`src/rtl/riscv_pkg.sv`:
```
// Shared pipeline constants: datapath sizes, stage indices, per-op-class result latencies.
package riscv_pkg;

  localparam int RV_XLEN = 32;
  localparam int RV_AW   = 5;

  localparam int STG_EX  = 1;
  localparam int STG_MEM = 2;
  localparam int STG_WB  = 3;

  localparam int LAT_ALU  = 1;
  localparam int LAT_LOAD = 2;

  // Latency codes that name no real stage are treated as "ready only at writeback".
  function automatic int norm_lat(input int lat, input int depth);
    return (lat < 1 || lat > depth) ? depth : lat;
  endfunction

endpackage

```
`src/rtl/fwd_port_mux.sv`:
```
// Per-read-port bypass select: youngest matching in-flight write wins; zero-latency combinational.
// Flags need_stall_o when that youngest producer has not yet reached its result-ready stage.
module fwd_port_mux #(
  parameter int XLEN  = 32,
  parameter int AW    = 5,
  parameter int DEPTH = 3,
  parameter int LW    = 2,
  parameter int SW    = 2
) (
  input  logic [DEPTH-1:0]      ent_v_i,
  input  logic [DEPTH*AW-1:0]   ent_rd_i,
  input  logic [DEPTH*LW-1:0]   ent_lat_i,
  input  logic [AW-1:0]         src_addr_i,
  input  logic [XLEN-1:0]       src_rdata_i,
  input  logic [DEPTH*XLEN-1:0] stage_result_i,
  output logic [SW-1:0]         fwd_sel_o,
  output logic [XLEN-1:0]       opnd_o,
  output logic                  need_stall_o
);

  // Walk from oldest to youngest so the last hit (lowest stage) wins.
  always_comb begin
    fwd_sel_o    = '0;
    opnd_o       = src_rdata_i;
    need_stall_o = 1'b0;
    for (int s = DEPTH; s >= 1; s--) begin
      if (ent_v_i[s-1] && (ent_rd_i[(s-1)*AW +: AW] == src_addr_i) && (src_addr_i != '0)) begin
        fwd_sel_o    = SW'(s);
        opnd_o       = stage_result_i[(s-1)*XLEN +: XLEN];
        need_stall_o = (s < int'(ent_lat_i[(s-1)*LW +: LW]));
      end
    end
  end

endmodule

```
`src/rtl/fwd_scoreboard.sv`:
```
// Hazard/forwarding scoreboard: shifts in-flight writes through DEPTH stages, zero-latency bypass and stall.
// Issue backpressure is the stall output; hold freezes the pipeline, flush squashes the stage-1 slot.
module fwd_scoreboard
  import riscv_pkg::*;
#(
  parameter int XLEN  = RV_XLEN,
  parameter int AW    = RV_AW,
  parameter int NRD   = 2,
  parameter int DEPTH = 3,
  parameter int LW    = 2,
  parameter int SW    = $clog2(DEPTH + 1)
) (
  input  logic                  clk,
  input  logic                  reset,
  input  logic                  issue_valid,
  input  logic                  issue_we,
  input  logic [AW-1:0]         issue_rd,
  input  logic [LW-1:0]         issue_lat,
  input  logic [NRD*AW-1:0]     src_addr,
  input  logic [NRD*XLEN-1:0]   src_rdata,
  input  logic [DEPTH*XLEN-1:0] stage_result,
  input  logic                  hold,
  input  logic                  flush,
  output logic                  stall,
  output logic [NRD*SW-1:0]     fwd_sel,
  output logic [NRD*XLEN-1:0]   opnd,
  output logic [31:0]           stall_cnt
);

  logic [DEPTH-1:0]    v_q, v_d;
  logic [DEPTH*AW-1:0] rd_q, rd_d;
  logic [DEPTH*LW-1:0] lat_q, lat_d;
  logic [31:0]         stall_cnt_q, stall_cnt_d;
  logic [NRD-1:0]      need_stall;
  logic                issue_fire;
  logic [LW-1:0]       lat_norm;

  for (genvar i = 0; i < NRD; i++) begin : g_port
    fwd_port_mux #(
      .XLEN (XLEN),
      .AW   (AW),
      .DEPTH(DEPTH),
      .LW   (LW),
      .SW   (SW)
    ) u_mux (
      .ent_v_i       (v_q),
      .ent_rd_i      (rd_q),
      .ent_lat_i     (lat_q),
      .src_addr_i    (src_addr[i*AW +: AW]),
      .src_rdata_i   (src_rdata[i*XLEN +: XLEN]),
      .stage_result_i(stage_result),
      .fwd_sel_o     (fwd_sel[i*SW +: SW]),
      .opnd_o        (opnd[i*XLEN +: XLEN]),
      .need_stall_o  (need_stall[i])
    );
  end

  assign stall      = issue_valid & (|need_stall);
  assign issue_fire = issue_valid & ~stall & ~hold & ~flush;
  assign lat_norm   = LW'(norm_lat(int'(issue_lat), DEPTH));
  assign stall_cnt  = stall_cnt_q;

  always_comb begin
    v_d   = v_q;
    rd_d  = rd_q;
    lat_d = lat_q;
    if (!hold) begin
      v_d[0]        = issue_fire & issue_we & (issue_rd != '0);
      rd_d[0 +: AW] = issue_rd;
      lat_d[0 +: LW] = lat_norm;
      for (int s = 1; s < DEPTH; s++) begin
        v_d[s]             = v_q[s-1];
        rd_d[s*AW +: AW]   = rd_q[(s-1)*AW +: AW];
        lat_d[s*LW +: LW]  = lat_q[(s-1)*LW +: LW];
      end
    end
    // The squashed stage-1 instruction must not surface in stage 2, held or not.
    if (flush) begin
      for (int s = 0; s < 2 && s < DEPTH; s++) begin
        v_d[s] = 1'b0;
      end
    end
  end

  always_comb begin
    stall_cnt_d = stall_cnt_q;
    if (stall && !hold && !flush && (stall_cnt_q != '1)) begin
      stall_cnt_d = stall_cnt_q + 32'd1;
    end
  end

  always_ff @(posedge clk) begin
    if (reset) begin
      v_q         <= '0;
      rd_q        <= '0;
      lat_q       <= '0;
      stall_cnt_q <= '0;
    end else begin
      v_q         <= v_d;
      rd_q        <= rd_d;
      lat_q       <= lat_d;
      stall_cnt_q <= stall_cnt_d;
    end
  end

endmodule

```
`config.mk`:
```
export PLATFORM = sky130hd
export DESIGN_NAME = fwd_scoreboard
export DESIGN_NICKNAME = d
export VERILOG_FILES = /design/src/rtl/riscv_pkg.sv /design/src/rtl/fwd_port_mux.sv /design/src/rtl/fwd_scoreboard.sv
export SDC_FILE = /design/constraint.sdc
export NUM_CORES = 1
export LEC_CHECK = 0
export CORE_MARGIN = 3
export CORE_UTILIZATION = 39
export DETAILED_ROUTE_END_ITERATION = 8
export HOLD_SLACK_MARGIN = 0.12
export PLACE_DENSITY_LB_ADDON = 0.1
export SLEW_MARGIN = 20
export SYNTH_ARGS = -nofsm -noshare
export SYNTH_HDL_FRONTEND = slang
export SYNTH_SLANG_ARGS = --single-unit
export TNS_END_PERCENT = 5
```
`constraint.sdc`:
```
create_clock -name clk -period 4 [get_ports clk]
set_input_delay 1 -clock clk [delete_from_list [all_inputs] [get_ports clk]]
set_output_delay 1 -clock clk [all_outputs]
set_load 0.02 [all_outputs]
```
# Word level (Yosys, flattened, before mapping)
# Index checks and enable logic that the tools add are counted.
# classes
add_sub_neg	1
mul	0
div_mod_pow	0
n_lt_le_gt_ge	3
eq_ne	7
shift	0
mux	17
n_bitwise	9
n_reduce_logical	22
# ops
op	n
32-bit 2-to-1 mux	6
32-bit by 1-bit adder with 32-bit output, second input constant	1
32-bit != test, second input constant	1
5-bit == test	6
1-bit logical AND	15
5-bit nonzero test	3
2-bit 2-to-1 mux	7
1-bit AND	6
1-bit 2-to-1 mux	4
2-bit OR reduction	2
1-bit NOT	3
1-bit zero test	2
1-bit by 2-bit < comparator with 1-bit output, first input constant	1
2-bit by 1-bit < comparator with 1-bit output, second input constant	1
2-bit < comparator, first input constant	1
# word_totals
register_bits	54
latch_bits	0
mem_bits_rw	0
mem_bits_ro	0
in_bits	183
output_inout_bits	101
word_cells	64
mem_count	0

# Logic depth before layout (Yosys ltp)
# logic_depth
word_depth	13
depth_mapped	9
mapped_depth_nobuf	7

# Modules after synthesis
# Synthesis repeated with hierarchy kept, for this count alone.
# unflattened
hier_cells	634
hier_area_um2	5248.8
# by_module_without_submodules
module	n_inst	cells_per_inst	area_each_um2	seq_area_each_um2
fwd_port_mux	2	180	1372.6	0.0
fwd_scoreboard	1	274	2503.7	1121.1

# Worst setup path after synthesis
# Ideal clock, no wire load.
# synth_path
path_type	input -> output
from	in src_addr[6]
to	out opnd[32]
t_arrival_ns	3.079
required_ns	3.000
path_slack_ns	-0.079
path_stages	8
path_buffers	3
cell_sequence	or4_1 nor2_1 or4_1 clkbuf_1 clkbuf_1 clkbuf_1 o21ai_0 o21ai_0
# synth_between
elab_chain_len	6
word_cells_on_any_way	13
classes_between	eq/ne (3); mux (3); reduce/logical (7)
# synth_rtl
element	line_no	rtl
start: declaration	fwd_scoreboard.sv:19	input logic [NRD*AW-1:0] src_addr,
5-bit == test	fwd_port_mux.sv:27	if (ent_v_i[s-1] && (ent_rd_i[(s-1)*AW +: AW] == src_addr_i) && (src_addr_i != '0)) begin
1-bit logical AND (2 in a row)	fwd_port_mux.sv:27	
32-bit 2-to-1 mux (2 in a row)	fwd_port_mux.sv:27	
32-bit 2-to-1 mux (*)	fwd_port_mux.sv:27	
end: declaration	fwd_scoreboard.sv:26	output logic [NRD*XLEN-1:0] opnd,
# Every way passes the cells marked *; elsewhere a longest branch is shown, timed or not.

# Final worst setup path
# layout_path
from	in src_addr[7]
to	out opnd[59]
# Same word-level chain as after synthesis.

==> results list <==
- Synthesis instantiated 43 different standard cells from the library.
- Number of warnings printed during yosys synthesis: 0
- For this design, the CTS-stage hold fixing added 0 buffers.
- Share of layout cells above drive strength 1: 0.178
* Static power due to leakage: 3.17 nW
* Critical path startpoint category: primary input
- Clk Latency, worst-skew pair: 0.29 ns
* Row count: 39
- DRC violation total after the first TritonRoute iteration: 445
* Starting utilization of the core area: 0.408
* Syn nets: 876
- Total congestion overflow: 0
- The number of antenna violations at the first check in global routing is 0.
- Detailed placement finished with a half-perimeter wire length of 17.0 mm.
- The flow ran to the end, and the final reports show no timing, DRC or antenna violations.
- Setup violations remaining at the end of the flow were counted as 0.
- The worst hold path belongs to the class register to register.
* Flip-flop and latch count after synthesis: 54
* CTS Buf Count: 5
- Highest metal layer with signal wires: met4
- In this run the cell area measured after placement is 8220 µm².
- Post-Synthesis Cells: 692
- Routability congestion estimate from global placement: 0.973
- Crit path time final: 3.99 ns
* Die Span Y: 117 µm
* Data required time at the worst endpoint: 3.00 ns
- Total number of vias: 6,382
- TritonCTS clock tree: done
- Worst-Margin Slew: 1.04 ns
- Of the total synthesized cell area, the portion taken by AND, OR, NAND and NOR gates is 0.256.
- The number of hold-slack violations in the final timing report was 0.
- Share of cell area taken by muxes after synthesis: 0.185
- Before antenna repair, the detailed router went through 6 iterations.
- Maximum number of pins on one net before global-route repair: 60
- Detailed-routed wire length on met2: 11.1 mm
* Aggregate routed wire length: 21.9 mm
- Pins Over Slew Limit: 0
- From synthesis to final layout, the design area changed by 76.7%.
- Global-route wire length before repair: 32.8 mm
* Worst endpoint data arrival time: 2.99 ns
* IO buf count: 283
- Ys flop type: sky130_fd_sc_hd__dfxtp_1
- Dominant combinational cell family by area after synthesis: simple AND/OR/NAND/NOR gates
- Total I/O pin count: 284
* Number of nets in the finished design: 1,184
* Critical path class: primary input to primary output
* Via-per-instance ratio: 5.57
- Unrepaired setup endpoints after global routing: true
- Worst Skew: 0.00662 ns
- Share of the synthesized netlist area taken by xor and xnor gates: 0.0587
- Of the total synthesized cell area, the portion taken by full adders, half adders and majority gates is 0.00262.
* Number of max-cap violations: 0
* CTS H-Tree Depth: 2
* Layout Cell Area excl Fill: 8440 µm²
- Dividing the synthesized area by the synthesized cell count gives 6.90 µm².
- Average detailed-routed wire length per instance: 19.1 µm
* Count of unresolved DRC violations after routing: 0
- Routed wl met3: 1.57 mm
- Mapped cell area: 4780 µm²
- The clock drives 54 sinks.
* Max rail drop VDD: 211 µV
- Static timing analysis puts the maximum clock frequency at 0.251 GHz.
- For this run, the total global-route usage over all layers was measured as 0.303.
* WL met1: 8.45 mm
- Along the worst path, the maximum fanout reaches 5.
* Width of the chip: 117 µm
* Clock transition at path regs: 0.07 ns
* CTS root buf: sky130_fd_sc_hd__clkbuf_16
* Crit share post-route: 0.998
* Detail Route Antenna Nets: 0
* Number of synthesized flops with an enable pin: 0
* Compound-gate portion of the synthesized area: 0.221
* Part of the Yosys area used for sequential elements: 0.226
- Kind of capture point of the worst setup path: primary output
- The worst pin sits at a relative slew slack of 0.305.
* Core footprint: 11,700 µm²
- For this run, asynchronously set or reset flops after synthesis account for 0.
- The die covers 13,600 µm².
* Number of fillers in the final layout: 939
* Power density over the cells: 169 nW/µm²
- Hold is met by 0.496 ns.
- Buffers from clock root to sink, at most: 2
- The number of global-route vias before repair came to 6,049.
critical path: stages:
cell,delay (ns)
sky130_fd_sc_hd__buf_2,0.12
sky130_fd_sc_hd__buf_6,0.13
sky130_fd_sc_hd__xnor2_2,0.12
sky130_fd_sc_hd__nand4_1,0.18
sky130_fd_sc_hd__nor4_4,0.39
sky130_fd_sc_hd__buf_4,0.17
sky130_fd_sc_hd__buf_6,0.12
sky130_fd_sc_hd__mux2i_1,0.08
sky130_fd_sc_hd__nand2_1,0.07
sky130_fd_sc_hd__o21ai_0,0.07
sky130_fd_sc_hd__o21ai_0,0.18
sky130_fd_sc_hd__dlygate4sd1_1,0.36
power breakdown:
part,leakage [nW],internal [W],switching (W)
sequential,0.437,0.000546,0.0000110
combinational,2.67,0.000257,0.000190
clock,0.0630,0.000229,0.000191
total,3.17,0.00103,0.000392
cells by family (layout without fill, tap and decap cells):
logic type / Yosys count / count (layout)
multiplexers: 88 / 88
AND/OR/NAND/NOR: 260 / 260
other: 0 / 2
XOR/XNOR: 32 / 32
adder cells (fa/ha/maj): 1 / 1
buffers and inverters: 60 / 368
flip-flops: 54 / 54
AO/OA/AOI/OAI: 197 / 197
per-layer routing:
layer,track usage,up-vias
met2,0.534,258
met5,0,-
li1,-,3107
met4,0.115,0
met3,0.0580,44
met1,0.366,2973
cell usage in the layout, fill, tap and decap left out, drive strengths merged, types with 3 or more instances in the layout:
cell / count
xnor2: 19
dlygate4sd2: 5
mux2: 4
mux2i: 84
dfxtp: 54
nor2: 33
nor2b: 5
nand4: 20
or3: 15
o31ai: 10
or4: 16
clkbuf: 10
nand3: 12
o2111ai: 3
xor2: 13
nor4: 7
inv: 9
a21oi: 29
nor3: 4
o21ai: 145
buf: 136
clkdlybuf4s50: 203
nand2: 139
layout make-up:
| class | count | area [µm²] | share of cell area |
|---|---|---|---|
| inverters | 9 | 33.8 | 0.00400 |
| clock buffers | 6 | 129 | 0.0153 |
| diodes | 2 | 5.00 | 0.000593 |
| repair buffers | 352 | 3390 | 0.402 |
| clock inverters | 1 | 7.51 | 0.000889 |
| flip-flops and latches | 54 | 1080 | 0.128 |
| well taps | 143 | 179 | 0.0212 |
| multi-input cells | 578 | 3610 | 0.428 |
flip-flops by register name, summed over array words and instances, names as in the netlist:
register and flops:
stall_cnt 32, rd_q 15, lat_q 4, v_q 3
cell usage after synthesis (2+ instances only):
master	number	share of area
sky130_fd_sc_hd__o2111ai_1	3	0.0055
sky130_fd_sc_hd__nor2b_1	5	0.0065
sky130_fd_sc_hd__o31ai_1	10	0.016
sky130_fd_sc_hd__a21o_1	2	0.0031
sky130_fd_sc_hd__a21oi_1	29	0.030
sky130_fd_sc_hd__and3_1	2	0.0026
sky130_fd_sc_hd__nor4_2	2	0.0052
sky130_fd_sc_hd__dfxtp_1	54	0.23
sky130_fd_sc_hd__xor2_1	13	0.024
sky130_fd_sc_hd__nand3_1	12	0.013
sky130_fd_sc_hd__mux2_2	4	0.0094
sky130_fd_sc_hd__nand2_1	139	0.11
sky130_fd_sc_hd__buf_1	7	0.0055
sky130_fd_sc_hd__buf_2	4	0.0042
sky130_fd_sc_hd__clkbuf_1	39	0.031
sky130_fd_sc_hd__inv_1	9	0.0071
sky130_fd_sc_hd__mux2i_1	84	0.18
sky130_fd_sc_hd__nand4_1	20	0.026
sky130_fd_sc_hd__o21a_1	2	0.0031
sky130_fd_sc_hd__xnor2_1	19	0.035
sky130_fd_sc_hd__o21ai_0	144	0.15
sky130_fd_sc_hd__or4_1	16	0.025
sky130_fd_sc_hd__nor4_1	5	0.0065
sky130_fd_sc_hd__or3_1	15	0.020
sky130_fd_sc_hd__nor2_1	33	0.026
sky130_fd_sc_hd__nor3_1	3	0.0031
per-stage QoR:
step / TNS (ns) / util / instances / setup WS, ns / power, W
after floorplan: -1.52 / - / 692 / -0.0795 / 0.000715
after global placement: -48.91 / 0.702 / 1120 / -0.936 / 0.00101
after detailed placement: -52.92 / 0.702 / 1120 / -0.931 / 0.00102
after CTS: -0.466 / 0.718 / 1142 / -0.0505 / 0.00142
after global routing: -0.825 / 0.721 / 1143 / -0.0863 / 0.00148
final: 0 / 0.721 / 1145 / 0.00839 / 0.00142
repair_timing:
action                                  4_1_cts  5_1_grt
pin swaps                                    20       15
cloned                                        4        0
setup buffers                                12        1
resized for setup                           397       65
endpoints found under the setup margin       69       67
path summary, 6_finish.rpt:
check                       end  slack [ns]           from  depth (start not counted)
hold / removal    stall_cnt[21]        0.50  stall_cnt[21]                          2
setup / recovery       opnd[59]       0.008    src_addr[7]                         12
hold reg to reg   stall_cnt[21]        0.50  stall_cnt[21]                          2
setup reg to reg  stall_cnt[29]        1.26   stall_cnt[2]                          7
Power figures use the tool's default switching activity.
